File: src/rtl/layernorm_row_stats_if.sv
// Row-statistics stream bundle: beat input side (data / data_valid_n / data_ready)
// and the held statistics output side with its active-low update pulse.
interface layernorm_row_stats_if #(
  parameter int INPUT_WIDTH  = 8,
  parameter int INPUT_NUM    = 768,
  parameter int LANES        = 16,
  parameter int SENTENCE_NUM = 128
);
  localparam int SUM_W  = INPUT_WIDTH + $clog2(INPUT_NUM);
  localparam int SQ_W   = 2*INPUT_WIDTH + $clog2(INPUT_NUM);
  localparam int RIDX_W = $clog2(SENTENCE_NUM);

  logic [INPUT_WIDTH*LANES-1:0]   data;
  logic                           data_valid_n;
  logic                           data_ready;
  logic signed [SUM_W-1:0]        sum;
  logic [SQ_W-1:0]                sumsq;
  logic signed [INPUT_WIDTH-1:0]  mean;
  logic [2*INPUT_WIDTH-1:0]       variance;
  logic [RIDX_W-1:0]              row_idx;
  logic                           stats_valid_n;

  modport master (
    output data, data_valid_n,
    input  data_ready, sum, sumsq, mean, variance, row_idx, stats_valid_n
  );

  modport slave (
    input  data, data_valid_n,
    output data_ready, sum, sumsq, mean, variance, row_idx, stats_valid_n
  );
endinterface

File: src/rtl/layernorm_row_stats.sv
// Per-row sum / sum-of-squares accumulation followed by a shared 1-bit/cycle
// restoring divider producing floor mean and clamped variance for each row.
module layernorm_row_stats #(
  parameter int INPUT_WIDTH  = 8,
  parameter int INPUT_NUM    = 768,
  parameter int LANES        = 16,
  parameter int SENTENCE_NUM = 128
) (
  input  logic                  clk,
  input  logic                  rst,
  layernorm_row_stats_if.slave  bus
);
  localparam int SUM_W  = INPUT_WIDTH + $clog2(INPUT_NUM);
  localparam int SQ_W   = 2*INPUT_WIDTH + $clog2(INPUT_NUM);
  localparam int BEATS  = INPUT_NUM / LANES;
  localparam int BEAT_W = (BEATS > 1) ? $clog2(BEATS) : 1;
  localparam int RIDX_W = $clog2(SENTENCE_NUM);
  localparam int DCNT_W = $clog2(SQ_W + 1);

  localparam logic [SQ_W:0]       DIVISOR   = (SQ_W+1)'(INPUT_NUM);
  localparam logic [BEAT_W-1:0]   LAST_BEAT = BEAT_W'(BEATS - 1);
  localparam logic [DCNT_W-1:0]   MEAN_LAST = DCNT_W'(SUM_W - 1);
  localparam logic [DCNT_W-1:0]   SQ_LAST   = DCNT_W'(SQ_W - 1);

  typedef enum logic [1:0] {ACCUM, DIV_MEAN, DIV_SQ, FINAL} state_t;

  state_t state, state_nxt;

  logic signed [SUM_W-1:0]         acc_sum;
  logic [SQ_W-1:0]                 acc_sq;
  logic [BEAT_W-1:0]               beat_cnt;
  logic [DCNT_W-1:0]               div_cnt;
  logic [SQ_W:0]                   rem;
  logic [SQ_W-1:0]                 quo;
  logic signed [INPUT_WIDTH-1:0]   mean_q;
  logic [RIDX_W-1:0]               row_cnt;

  logic signed [SUM_W-1:0]         sum_o;
  logic [SQ_W-1:0]                 sumsq_o;
  logic signed [INPUT_WIDTH-1:0]   mean_o;
  logic [2*INPUT_WIDTH-1:0]        var_o;
  logic [RIDX_W-1:0]               row_o;

  logic                            accept;
  logic                            data_ready;
  logic                            stats_valid_n;

  logic signed [INPUT_WIDTH-1:0]   lane;
  logic signed [2*INPUT_WIDTH-1:0] lane_sq;
  logic signed [SUM_W-1:0]         beat_sum;
  logic [SQ_W-1:0]                 beat_sq;
  logic signed [SUM_W-1:0]         sum_nxt;
  logic [SUM_W-1:0]                sum_abs;

  logic [SQ_W:0]                   rem_sh;
  logic                            q_bit;
  logic [SQ_W:0]                   rem_nxt;
  logic [SQ_W-1:0]                 quo_nxt;
  logic signed [SUM_W:0]           q_ext;
  logic signed [SUM_W:0]           mean_full;
  logic signed [2*INPUT_WIDTH-1:0] msq;
  logic signed [SQ_W:0]            d;
  logic [2*INPUT_WIDTH-1:0]        var_nxt;

  assign bus.data_ready    = data_ready;
  assign bus.stats_valid_n = stats_valid_n;
  assign bus.sum           = sum_o;
  assign bus.sumsq         = sumsq_o;
  assign bus.mean          = mean_o;
  assign bus.variance      = var_o;
  assign bus.row_idx       = row_o;

  // State register
  always_ff @(posedge clk or posedge rst) begin
    if (rst) state <= ACCUM;
    else     state <= state_nxt;
  end

  // Next-state: one pass per division, then a single FINAL cycle
  always_comb begin
    state_nxt = state;
    case (state)
      ACCUM:    if (accept && beat_cnt == LAST_BEAT) state_nxt = DIV_MEAN;
      DIV_MEAN: if (div_cnt == MEAN_LAST)            state_nxt = DIV_SQ;
      DIV_SQ:   if (div_cnt == SQ_LAST)              state_nxt = FINAL;
      FINAL:    state_nxt = ACCUM;
      default:  state_nxt = ACCUM;
    endcase
  end

  // Outputs decoded from state
  always_comb begin
    data_ready    = (state == ACCUM);
    stats_valid_n = (state != FINAL);
    accept        = (state == ACCUM) && !bus.data_valid_n;
  end

  // Lane reduction of the current beat
  always_comb begin
    lane     = '0;
    lane_sq  = '0;
    beat_sum = '0;
    beat_sq  = '0;
    for (int unsigned k = 0; k < LANES; k++) begin
      lane     = $signed(bus.data[k*INPUT_WIDTH +: INPUT_WIDTH]);
      lane_sq  = lane * lane;
      beat_sum = beat_sum + SUM_W'(lane);
      beat_sq  = beat_sq + SQ_W'($unsigned(lane_sq));
    end
    sum_nxt = acc_sum + beat_sum;
    sum_abs = sum_nxt[SUM_W-1] ? SUM_W'(-sum_nxt) : SUM_W'(sum_nxt);
  end

  // Restoring divider step plus mean sign fix-up and variance clamp
  always_comb begin
    rem_sh  = (SQ_W+1)'({rem, quo[SQ_W-1]});
    q_bit   = (rem_sh >= DIVISOR);
    rem_nxt = q_bit ? (rem_sh - DIVISOR) : rem_sh;
    quo_nxt = {quo[SQ_W-2:0], q_bit};
    q_ext   = $signed({1'b0, quo_nxt[SUM_W-1:0]});
    // Magnitude division truncates toward zero; negative sums with a
    // non-zero remainder need one more step down to reach the floor.
    if (acc_sum[SUM_W-1])
      mean_full = (rem_nxt == '0) ? -q_ext : (-q_ext - (SUM_W+1)'(1));
    else
      mean_full = q_ext;
    msq     = mean_q * mean_q;
    d       = $signed({1'b0, quo}) - (SQ_W+1)'(msq);
    var_nxt = (d < 0) ? '0 : (2*INPUT_WIDTH)'(d);
  end

  // Accumulators, divider registers and held result registers
  always_ff @(posedge clk or posedge rst) begin
    if (rst) begin
      acc_sum  <= '0;
      acc_sq   <= '0;
      beat_cnt <= '0;
      div_cnt  <= '0;
      rem      <= '0;
      quo      <= '0;
      mean_q   <= '0;
      row_cnt  <= '0;
      sum_o    <= '0;
      sumsq_o  <= '0;
      mean_o   <= '0;
      var_o    <= '0;
      row_o    <= '0;
    end else begin
      case (state)
        ACCUM: begin
          if (accept) begin
            acc_sum <= sum_nxt;
            acc_sq  <= acc_sq + beat_sq;
            if (beat_cnt == LAST_BEAT) begin
              // Divider is loaded on the last-beat edge so the mean pass
              // starts in the very next cycle; the dividend sits in the top
              // bits so SUM_W steps leave the quotient in the low bits.
              beat_cnt <= '0;
              div_cnt  <= '0;
              rem      <= '0;
              quo      <= SQ_W'(sum_abs) << (SQ_W - SUM_W);
            end else begin
              beat_cnt <= beat_cnt + BEAT_W'(1);
            end
          end
        end
        DIV_MEAN: begin
          if (div_cnt == MEAN_LAST) begin
            mean_q  <= INPUT_WIDTH'(mean_full);
            div_cnt <= '0;
            rem     <= '0;
            quo     <= acc_sq;
          end else begin
            div_cnt <= div_cnt + DCNT_W'(1);
            rem     <= rem_nxt;
            quo     <= quo_nxt;
          end
        end
        DIV_SQ: begin
          div_cnt <= div_cnt + DCNT_W'(1);
          rem     <= rem_nxt;
          quo     <= quo_nxt;
        end
        FINAL: begin
          sum_o   <= acc_sum;
          sumsq_o <= acc_sq;
          mean_o  <= mean_q;
          var_o   <= var_nxt;
          row_o   <= row_cnt;
          row_cnt <= row_cnt + RIDX_W'(1);
          acc_sum <= '0;
          acc_sq  <= '0;
          div_cnt <= '0;
        end
        default: ;
      endcase
    end
  end
endmodule

File: src/flat_wrapper.sv
// flat-port wrapper written by rule: the top's interface ports become plain ports
module layernorm_row_stats_flat 
#(
  parameter int INPUT_WIDTH  = 8,
  parameter int INPUT_NUM    = 768,
  parameter int LANES        = 16,
  parameter int SENTENCE_NUM = 128
)
  (clk, rst, bus_data, bus_data_valid_n, bus_data_ready, bus_sum, bus_sumsq, bus_mean, bus_variance, bus_row_idx, bus_stats_valid_n);
  layernorm_row_stats_if #(.INPUT_WIDTH(INPUT_WIDTH), .INPUT_NUM(INPUT_NUM), .LANES(LANES), .SENTENCE_NUM(SENTENCE_NUM)) bus_i ();
  input  logic clk;
  input  logic rst;
  input wire logic [$bits(bus_i.data)-1:0] bus_data;
  input wire logic [$bits(bus_i.data_valid_n)-1:0] bus_data_valid_n;
  output wire logic [$bits(bus_i.data_ready)-1:0] bus_data_ready;
  output wire logic [$bits(bus_i.sum)-1:0] bus_sum;
  output wire logic [$bits(bus_i.sumsq)-1:0] bus_sumsq;
  output wire logic [$bits(bus_i.mean)-1:0] bus_mean;
  output wire logic [$bits(bus_i.variance)-1:0] bus_variance;
  output wire logic [$bits(bus_i.row_idx)-1:0] bus_row_idx;
  output wire logic [$bits(bus_i.stats_valid_n)-1:0] bus_stats_valid_n;
  assign bus_i.data = bus_data;
  assign bus_i.data_valid_n = bus_data_valid_n;
  assign bus_data_ready = bus_i.data_ready;
  assign bus_sum = bus_i.sum;
  assign bus_sumsq = bus_i.sumsq;
  assign bus_mean = bus_i.mean;
  assign bus_variance = bus_i.variance;
  assign bus_row_idx = bus_i.row_idx;
  assign bus_stats_valid_n = bus_i.stats_valid_n;
  layernorm_row_stats #(.INPUT_WIDTH(INPUT_WIDTH), .INPUT_NUM(INPUT_NUM), .LANES(LANES), .SENTENCE_NUM(SENTENCE_NUM)) u_core (.clk(clk), .rst(rst), .bus(bus_i));
endmodule
File: config.mk
export PLATFORM = sky130hd
export DESIGN_NAME = layernorm_row_stats_flat
export DESIGN_NICKNAME = d
export VERILOG_FILES = /design/src/rtl/layernorm_row_stats_if.sv /design/src/rtl/layernorm_row_stats.sv /design/src/flat_wrapper.sv
export SDC_FILE = /design/constraint.sdc
export NUM_CORES = 2
export LEC_CHECK = 0
export CAP_MARGIN = 20
export CORE_MARGIN = 2
export CORE_UTILIZATION = 30
export DETAILED_ROUTE_END_ITERATION = 6
export DONT_BUFFER_PORTS = 1
export PLACE_DENSITY_LB_ADDON = 0.05
export SYNTH_ARGS = -nofsm -noshare
export SYNTH_HDL_FRONTEND = slang
export SYNTH_SLANG_ARGS = --single-unit
File: constraint.sdc
create_clock -name clk -period 16.8 [get_ports clk]
set_input_delay 1.68 -clock clk [delete_from_list [all_inputs] [get_ports clk]]
set_output_delay 1.68 -clock clk [all_outputs]
set_load 0.01 [all_outputs]
## After elaboration in Yosys (flattened, before gate mapping)

Index checks and enable logic that the tools add are counted.

- Register bits: 199
- Word-level logic and storage cells: 124
- Input bits: 131
- Output and inout port bits: 77

- Reduce and logical (&&, ||, !) cells: 13
- $lt $le $gt $ge: 2
- Multipliers: 17
- Add/subtract/negate cells: 40
- Eq/ne operators: 12
- Muxes and demuxes: 26

Operator list:

| kind | count |
|---|---|
| 26-bit by 16-bit adder with 26-bit output | 14 |
| 8-bit by 8-bit multiplier with 16-bit output | 17 |
| 18-bit by 8-bit adder with 18-bit output | 13 |
| 26-bit 2-to-1 mux | 7 |
| 26-bit one-hot mux with 3 select lines | 2 |
| 26-bit one-hot mux with 2 select lines | 1 |
| 18-bit 2-to-1 mux | 2 |
| 18-bit one-hot mux with 2 select lines | 1 |
| 27-bit by 10-bit greater-or-equal comparator with 1-bit output (second input constant) | 1 |
| 27-bit zero test | 1 |
| 27-bit by 1-bit less-than comparator with 1-bit output (second input constant) | 1 |
| 27-bit 2-to-1 mux | 1 |
| 27-bit by 10-bit subtractor with 27-bit output (second input constant) | 1 |
| 27-bit by 16-bit subtractor with 27-bit output | 1 |
| 26-bit adder | 1 |
| 5-bit one-hot mux with 4 select lines | 1 |
| 18-bit adder | 1 |
| 18-bit negation | 1 |
| 16-bit by 16-bit adder with 17-bit output | 1 |
| 16-bit 2-to-1 mux | 1 |
| 8-bit 2-to-1 mux | 2 |
| 5-bit 2-to-1 mux | 3 |
| 9-bit by 8-bit adder with 10-bit output | 1 |
| 5-bit == test (second input constant) | 2 |
| other kinds (21) | 33 |

## Logic depth before layout (Yosys ltp)

- Depth in word-level cells: 21
- Mapped depth: 46
- Mapped depth without buffers: 45

## Worst setup path after synthesis

OpenSTA, ideal clock, no wires.

- Path type: input to register
- Start: input port bus_data[6]
- End: register u_core.acc_sq[24]
- Path slack: 5.707 ns
- Data arrival time: 10.958 ns
- Stages on the path: 43
- Data required time: 16.665 ns
- Library setup time: 0.135 ns
- Cell sequence: clkbuf_1 -> nand2_1 -> xnor2_1 -> ha_1 -> inv_1 -> fa_1 -> inv_1 -> fa_1 -> inv_1 -> fa_1 -> inv_1 -> ha_1 -> inv_1 -> o21bai_1 -> a21oi_1 -> nor2b_1 -> o21a_1 -> nor2_1 -> [7 not listed] -> xor2_1 -> fa_1 -> fa_1 -> fa_1 -> fa_1 -> fa_1 -> inv_1 -> fa_1 -> ha_1 -> nor2_1 -> nand2_1 -> a21o_1 -> a41oi_1 -> nor2_1 -> o31a_1 -> o21ai_0 -> mux2i_1 -> o21ai_0

- Word-level cells in the longest chain between the ends: 19

Ends and longest elaborated chain:

| item | line | text |
|---|---|---|
| start: declaration | flat_wrapper.sv:13 | `input wire logic [$bits(bus_i.data)-1:0] bus_data;` |
| 8-bit by 8-bit multiplier with 16-bit output | layernorm_row_stats.sv:106 | `lane_sq = lane * lane;` |
| 16-bit by 16-bit adder with 17-bit output | layernorm_row_stats.sv:108 | `beat_sq = beat_sq + SQ_W'($unsigned(lane_sq));` |
| 26-bit by 16-bit adder with 26-bit output (14 in a row) | layernorm_row_stats.sv:108 |  |
| 26-bit adder | layernorm_row_stats.sv:153 | `acc_sq <= acc_sq + beat_sq;` |
| 26-bit 2-to-1 mux | layernorm_row_stats.sv:151 | `if (accept) begin` |
| 26-bit one-hot mux with 2 select lines | layernorm_row_stats.sv:149 | `case (state)` |
| end signal: assignment | layernorm_row_stats.sv:153 |  |
| end: declaration | layernorm_row_stats.sv:30 | `logic [SQ_W-1:0] acc_sq;` |

Every way passes these cells. The select of a mux whose other input is x is not followed.
A chain may end at the register's enable or synchronous reset.

## Final worst setup path

- Start: input port bus_data[8]
- End: register u_core.acc_sq[24]

Same word-level chain as after synthesis.

==> results.yml <==
run_status:
  outcome: "finished, final reports clean"
clock_tree:
  cts_hold_buffers: 0
  cts_made_buffers: 17
  clock_sinks: 199
  clk_pin_slew_ns: 0.09
  ctsRootBufferMaster: "clkbuf_16"
  post-cts-setup-buffer-count: 0
  tritoncts: "built"
  clk_latency_ns: 0.51
  clock_path_buffers: 2
  htreeDepth: 4
  cts.repair.resized: 0
timing:
  relSlewSlack_pct: 25.82
  fmax_mhz: 88.29
  setup_tns_ns: 0
  fin_skew_ns: 0.01449
  finalCriticalPeriod_ns: 11.33
  rsz0062_at_grt: "no"
  worst_slew_pin_slew_ns: 1.105
  final_hold_viol_count: 0
  min_period_over_period_pct: 67.42
  setup_viol: 0
  drv_slew: 0
  layout_setup_ws_ns: 5.474
synth:
  synth_most_common_cell: "inv_1"
  yosysTopAreaCellShare_pct: 41.23
  avgSynthCellArea_sq_um: 9.553
  synth_cell_type_count: 75
  synth_cells: 5946
  synth_edf_count: 0
  ys_seq_elements: 199
  yosys-top-cells-count: "1,518 x inv_1, 1,170 x fa_1, 612 x ha_1"
  ys.flop_type: "dfrtp_1"
  yosys_warnings: 0
  netlist_top_cells_area: "fa_1 41%, ha_1 13%, inv_1 10%"
  syn_area_sq_um: 56800
  synth_nets: 7859
  yosysSeqAreaShare_pct: 8.767
  async_flop_share_pct: 100.0
  synth.largest_area_cell: "fa_1"
layout:
  drive_gt1_share_pct: 2.577
  final_util_pct: 32.02
  syn2layout_area_growth_pct: 5.963
  fillers: 19880
  final_area_sq_um: 60190
  fin_nets: 7761
setup_path:
  path_buf_inv: 6
  critPathMostFrequentCell: "fa_1"
  path_class: "in2reg"
  slowest_stage: "fa_1"
  start_kind: "input pin"
  critPathMaxFanout: 12
  rrSetupSlack_ns: 10.00
  rr_endpoint: "u_core.quo[25]"
  worstReg2RegStart: "u_core.acc_sum[2]"
  critical_path_required_ns: 17.17
  worst_r2r_path_depth: 20
  cp.arrival_ns: 11.70
  endpoint_kind: "register"
  crit_family: "adder cells"
  critical-path-max-stage-delay_ns: 0.56
detailed_routing:
  drc: 0
  drt-pass1-iter-count: 5
  avgRoutedWirePerCell_um: 19.36
  ant_nets: 0
  drt_wl_total_um: 161800
  dr.first_iter.drc_count: 1633
  vias_per_cell: 4.420
  vias: 36940
global_route:
  gr-usage-all-layers_pct: 17.46
  grt_overflow: 0
  grt.busiest_layer: "met2"
  grtUsageMet2_pct: 29.74
  antenna_found_initial: 7
  use_met1_pct: 24.20
  grt_max_degree: 82
  grt_pass1_wl_um: 254700
  met3_usage_pct: 2.222
  first_global_vias: 41060
placed_design:
  post-place-ws_ns: 4.995
  place_congestion: 0.8423
  port_buffers: 0
  placed_area_sq_um: 59560
  dpl.hpwl_um: 145100
min_path:
  holdPathEnd: "u_core.row_cnt[6]"
  hold_depth: 1
  hp-class: "reg2reg"
  hp-start: "u_core.row_cnt[6]"
die:
  std_cell_rows: 159
  start_util_pct: 30.22
  die_h_um: 439.1
  dieWidth_um: 439.1
  core_sq_um: 188000
  ios: 208
  die_area_sq_um: 192800
job:
  drv_cap: 0
[state kept, by name (all words and copies together) (netlist names)]
register / cells
u_core.bus.mean: 8
u_core.beat_cnt: 6
u_core.row_cnt: 7
u_core.quo: 26
u_core.bus.row_idx: 7
u_core.state: 2
u_core.rem: 26
u_core.mean_q: 8
u_core.bus.sumsq: 26
u_core.acc_sum: 18
u_core.div_cnt: 5
u_core.bus.variance: 16
u_core.bus.sum: 18
u_core.acc_sq: 26
[worst max path at each step]
stage	cells after the start	slack, ns	start	to
after detailed placement	40	4.99	bus_data[7]	u_core.acc_sq[24]
after global placement	40	4.99	bus_data[7]	u_core.acc_sq[24]
after CTS	40	5.49	bus_data[8]	u_core.acc_sq[24]
final	40	5.47	bus_data[8]	u_core.acc_sq[24]
after floorplan	43	5.71	bus_data[6]	u_core.acc_sq[24]
after global routing	40	4.83	bus_data[7]	u_core.acc_sq[24]
[worst reg2reg max path, delay by kind of cell, from the launching register on]
kind	cells	cell delay, ns
fa+ha+maj	8	3.74
compound gates	6	1.16
simple gates	3	0.70
flops	1	0.56
xor+xnor	1	0.46
buf+inv	2	0.12
[layer usage]
layer  wire length [um]  share of wire, %
met2              78800                49
met4               1787               1.1
met5                 13            0.0080
met3               5252               3.2
met1              75910                47
[kinds of logic (layout without fill, tap and decap cells)]
kind of cell    Yosys count  in the layout  synth area share [%]
compound gates          626            626                 7.099
xor+xnor                414            414                 6.383
fa+ha+maj              1782           1782                 54.71
buf+inv                1651           1565                 10.95
flops                   199            199                 8.767
mux                      77             77                 1.504
other cells               0              2                     0
simple gates           1197           1197                 10.58
[cell type report]
cell class | instances | area, sq um | share of cell area, %
Multi-Input combinational cell | 4096 | 45640 | 75.83
Inverter | 1520 | 5713 | 9.491
Sequential cell | 199 | 4980 | 8.273
Tap cell | 2495 | 3122 | 5.186
Clock buffer | 17 | 425.4 | 0.7068
Clock inverter | 14 | 200.2 | 0.3326
Timing Repair Buffer | 14 | 105.1 | 0.1746
Antenna cell | 2 | 5.005 | 0.008315
[placed cells by master, fill, tap and decap left out, types with 12 or more instances in the layout]
cell | Yosys | routed
a221oi_1 | 26 | 26
xor2_1 | 92 | 92
clkbuf_16 | 0 | 17
inv_1 | 1518 | 1517
nand2_1 | 347 | 346
nand2b_1 | 88 | 88
nor3_1 | 65 | 64
fa_1 | 1170 | 1170
mux2_2 | 67 | 67
a21o_1 | 55 | 55
ha_1 | 612 | 611
nand3_1 | 42 | 42
or2_2 | 19 | 19
and3_1 | 13 | 13
or3_1 | 18 | 18
o41ai_1 | 13 | 13
o21bai_1 | 44 | 44
o21a_1 | 44 | 44
and2_1 | 249 | 249
a21oi_1 | 198 | 197
nor2_1 | 220 | 218
xnor2_1 | 322 | 322
o22ai_1 | 12 | 12
nor2b_1 | 96 | 96
buf_4 | 0 | 14
dfrtp_1 | 199 | 199
o21ai_0 | 129 | 129
a22o_1 | 32 | 32
[through the flow]
stage,instances,hold slack [ns]
final,8357,0.4743
after CTS,8355,0.4787
after detailed placement,8324,0.4583
after global routing,8355,0.5025
after floorplan,5946,0.4402
after global placement,8324,0.4616
Power is left out: the tool's default activity adds up to more than one toggle a clock period on the data nets, which glitch-free logic cannot reach.
